### src/rtl/t_counter_pkg.sv
// Shared constants and helpers for the T-flip-flop modulo counter.
// Direction encodings and load clamping.
package t_counter_pkg;

    localparam logic DIR_UP   = 1'b1;
    localparam logic DIR_DOWN = 1'b0;

    function automatic logic [31:0] clamp_load(
        input logic [31:0] val,
        input logic [31:0] modulus
    );
        return (val >= modulus) ? (modulus - 32'd1) : val;
    endfunction

endpackage

### src/rtl/t_counter_ff_bit.sv
// Single T flip-flop, asynchronous active-low reset to 0.
// One instance per counter bit.
module t_ff_bit (
    input  logic clk,
    input  logic rstn,
    input  logic t,
    output logic q,
    output logic qn
);

    always_ff @(posedge clk or negedge rstn) begin
        if (!rstn) q <= 1'b0;
        else       q <= q ^ t;
    end

    assign qn = ~q;

endmodule

### src/rtl/t_counter.sv
// Up/down modulo counter built from per-bit T flip-flops.
// Optional gray output enabled by defining T_COUNTER_GRAY_EN.
module t_counter
    import t_counter_pkg::*;
#(
    parameter int WIDTH   = 4,
    parameter int MODULUS = 2**WIDTH
) (
    input  logic             clk,
    input  logic             rstn,
    input  logic             en,
    input  logic             up,
    input  logic             load,
    input  logic [WIDTH-1:0] load_val,
    output logic [WIDTH-1:0] count,
    output logic             tc,
    output logic             wrap
`ifdef T_COUNTER_GRAY_EN
    ,
    output logic [WIDTH-1:0] gray
`endif
);

    localparam logic [WIDTH-1:0] MAX = WIDTH'(MODULUS - 1);

    logic [WIDTH-1:0] q;
    logic [WIDTH-1:0] qn;
    logic [WIDTH-1:0] t_nat;
    logic [WIDTH-1:0] tgl;
    logic [WIDTH-1:0] clamped;
    logic             wrap_q;

    assign count   = q;
    assign clamped = WIDTH'(clamp_load(32'(load_val), 32'(MODULUS)));

    assign tc = en && !load &&
                (((up == DIR_UP) && (q == MAX)) ||
                 ((up == DIR_DOWN) && (q == '0)));

    // Natural binary toggle: bit i flips when all lower bits are 1 (up) or 0 (down)
    always_comb begin
        logic cu;
        logic cd;
        t_nat = '0;
        cu    = 1'b1;
        cd    = 1'b1;
        for (int i = 0; i < WIDTH; i++) begin
            t_nat[i] = (up == DIR_UP) ? cu : cd;
            cu       = cu & q[i];
            cd       = cd & qn[i];
        end
    end

    always_comb begin
        tgl = '0;
        if (load)
            tgl = q ^ clamped;
        else if (tc)
            tgl = q ^ ((up == DIR_UP) ? '0 : MAX);
        else if (en)
            tgl = t_nat;
    end

    for (genvar i = 0; i < WIDTH; i++) begin : g_bit
        t_ff_bit u_ff (
            .clk  (clk),
            .rstn (rstn),
            .t    (tgl[i]),
            .q    (q[i]),
            .qn   (qn[i])
        );
    end

    always_ff @(posedge clk or negedge rstn) begin
        if (!rstn) wrap_q <= 1'b0;
        else       wrap_q <= tc;
    end

    assign wrap = wrap_q;

`ifdef T_COUNTER_GRAY_EN
    assign gray = q ^ (q >> 1);
`endif

endmodule
### config.mk
export PLATFORM = sky130hd
export DESIGN_NAME = t_counter
export DESIGN_NICKNAME = d
export VERILOG_FILES = /design/src/rtl/t_counter_pkg.sv /design/src/rtl/t_counter_ff_bit.sv /design/src/rtl/t_counter.sv
export SDC_FILE = /design/constraint.sdc
export NUM_CORES = 1
export LEC_CHECK = 0
export CAP_MARGIN = 20
export CORE_AREA = 4 4 41 43
export CTS_CLUSTER_DIAMETER = 60
export DETAILED_ROUTE_END_ITERATION = 8
export DIE_AREA = 0 0 45 47
export GPL_TIMING_DRIVEN = 0
export PLACE_DENSITY = 0.62
export REMOVE_ABC_BUFFERS = 1
export SETUP_SLACK_MARGIN = 0.4
export SLEW_MARGIN = 20
export SYNTH_ARGS = -nofsm -noshare
export SYNTH_HDL_FRONTEND = slang
export SYNTH_SLANG_ARGS = --single-unit
### constraint.sdc
create_clock -name clk -period 3.54 [get_ports clk]
set_clock_uncertainty 0.2 [all_clocks]
set_input_delay 0.885 -clock clk [delete_from_list [all_inputs] [get_ports clk]]
set_output_delay 0.885 -clock clk [all_outputs]
set_load 0.01 [all_outputs]
==> results_dict.tcl <==
set metrics [dict create \
    grt_pass1_vias 296 \
    fin_crit_ns 3.09 \
    cts_made_buffers 3 \
    nNetsFinal 60 \
    grt_max_degree 9 \
    root_buffer "clkbuf_4" \
    crit_path_start_kind "input pin" \
    port_buffers 14 \
    core_area_um2 1300 \
    viasPerCell 4.63 \
    synth-edff-count 0 \
    crit_fanout 6 \
    drc_errors 0 \
    overflow 0 \
    min-delay-start "g_bit[3].u_ff.q$_DFF_PN0_" \
    maxSlewViolCount 0 \
    worst_slew_pin_slew_ns 0.335 \
    ys_ff_latch 5 \
    synth-warning-count 0 \
    synth_area_leaders "dfrtp_1, buf_4, xnor2_1, nand2_1, or4b_4" \
    hold_path_end "g_bit[3].u_ff.q$_DFF_PN0_" \
    regToRegSetupSlack_ns 1.60 \
    synth_cells 35 \
    drive_gt1_share_pct 24.0 \
    fmax_ghz 0.323 \
    n_antenna_cell 0 \
    reg2regPathDepth 4 \
    mappedNetlistArea_um2 319 \
    clockBufferDepth 2 \
    initial_utilization_pct 24.5 \
    fp.dieH_um 47 \
    peakVddDrop_mv 0.0903 \
    place_inst 59 \
    stdcell_area_um2 485 \
    grt_pass1_wl_mm 1.17 \
    grt_antenna_before_repair 0 \
    yosysUniqueCellTypes 22 \
    synth_seq_area_share_pct 39.2 \
    postPlaceCellArea_um2 444 \
    power_mw 0.184 \
    r2r_end "g_bit[3].u_ff.q$_DFF_PN0_" \
    dp_hpwl_um 588 \
    worstSetupEndpointType "output pin" \
    synth-main-ff-cell "dfrtp_1" \
    wl_um 724 \
    htreeDepth 1 \
    p_leak_nw 0.201 \
    status "completed" \
    crit_type "input pin to output pin" \
    synth_common_cells "dfrtp_1, buf_4, nand2_1" \
    final.setup.tns_ns 0 \
    async_reset_ff_share_pct 100 \
    synth_most_common_cell "dfrtp_1" \
    whs_path_depth 2 \
    drtIter0Drc 3 \
    setup_violations 0 \
    fin_crit_sh_pct 87.4 \
    gp_congestion 0.641 \
    area_growth_pct 52.2 \
    core.rowCount 13 \
    max-cap-violations 0 \
    die_w_um 45 \
    rsz0062_at_grt "false" \
    n_fill_cell 145 \
    clock_latency_ns 0.24 \
    vias 301 \
    cp_data_required_time_ns 2.45 \
    cts_tree "done" \
    instances_no_fill 65 \
    io_pins 15 \
    clkTransAtPathRegs_ns 0.04 \
    worst_hold_path_type "flip-flop to flip-flop" \
    power_density_nw_per_um2 378 \
    drt-wirelength-per-cell_um 11.1 \
    cp_data_arrival_time_ns 2.01 \
    clock-sinks 5 \
    avgSynthCellArea_um2 9.12 \
    grt_usage_pct 7.93 \
    synth_top_area_share_pct 39.2 \
    drtPass1Iterations 2 \
    slew-limit-headroom_pct 77.6 \
    whs_ns 0.420 \
    die_area_um2 2120 \
    ant_nets 0 \
    r2r-start "g_bit[0].u_ff.q$_DFF_PN0_" \
    hold_violations 0 \
    yosys.area.top_type "dfrtp_1" \
]
-- per-layer routing --
metal	vias to the layer above	global-route usage, %	wire [µm]	part of all wire [%]
met2	10	13.0	371	51
met1	139	8.28	312	43
met3	0	2.30	40	5.5
li1	152	-	-	-
met5	-	0	0	0
met4	0	7.02	0	0
-- state kept, by name, indices dropped and copies added, names as in the netlist --
register,cells
g_bit.u_ff.q,4
wrap,1
-- worst max-delay path, cell delays in order --
cell and delay, ns:
buf_4 0.14, or4b_4 0.55, a211oi_4 0.26, buf_2 0.17
-- power by group --
part / total, mW / internal [mW] / switching [mW]
registers: 0.0718 / 0.0632 / 0.00861
clock network: 0.0637 / 0.0425 / 0.0212
logic: 0.0483 / 0.0282 / 0.0200
total: 0.184 / 0.134 / 0.0498
-- cell type report --
type | instances | area [µm²] | area share (%)
inverter | 1 | 3.75 | 0.773
multi-input combinational | 24 | 169 | 34.8
tap | 15 | 18.8 | 3.87
sequential | 5 | 125 | 25.8
clock buffer | 4 | 26.3 | 5.41
timing repair buffer | 16 | 143 | 29.4
-- stage by stage --
stage	worst slack [ns]	util (%)
global placement	-0.474	34.1
floorplan	0.592	-
detailed placement	-0.533	34.1
global route	0.404	37.3
CTS	0.417	38.0
finish	0.448	37.3
-- cells in the final DEF (no fill, tap or decap), types with 2 or more instances in the layout --
| master | instances |
|---|---|
| buf_4 | 3 |
| xnor2_1 | 2 |
| nor2_1 | 2 |
| nand2_1 | 4 |
| dfrtp_1 | 5 |
| clkdlybuf4s50_1 | 11 |
| clkbuf_4 | 3 |
| a21oi_1 | 2 |
-- timing repair --
| action | in CTS | in global routing |
|---|---|---|
| hold buffers | 0 | 0 |
| setup buffers | 2 | 0 |
| resized for setup | 11 | 4 |
| pin swaps | 2 | 2 |
| endpoints found under the setup margin | 1 | 1 |
-- how the worst max path moves through the flow --
stage | slack (ns) | cells past startpoint | start | endpoint
floorplan | 0.59 | 2 | up | tc
global placement | -0.47 | 4 | up | tc
detailed placement | -0.53 | 4 | up | tc
CTS | 0.42 | 4 | up | tc
global route | 0.40 | 4 | up | tc
finish | 0.45 | 4 | up | tc
-- cells by family (layout without fill, tap and decap cells) --
| group | Yosys count | count (layout) | synth area share (%) |
|---|---|---|---|
| compound gates | 9 | 9 | 20.0 |
| xor+xnor | 3 | 3 | 8.24 |
| buf+inv | 6 | 21 | 11.8 |
| flops | 5 | 5 | 39.2 |
| simple gates | 12 | 12 | 20.8 |
(Power assumes the default switching activity.)
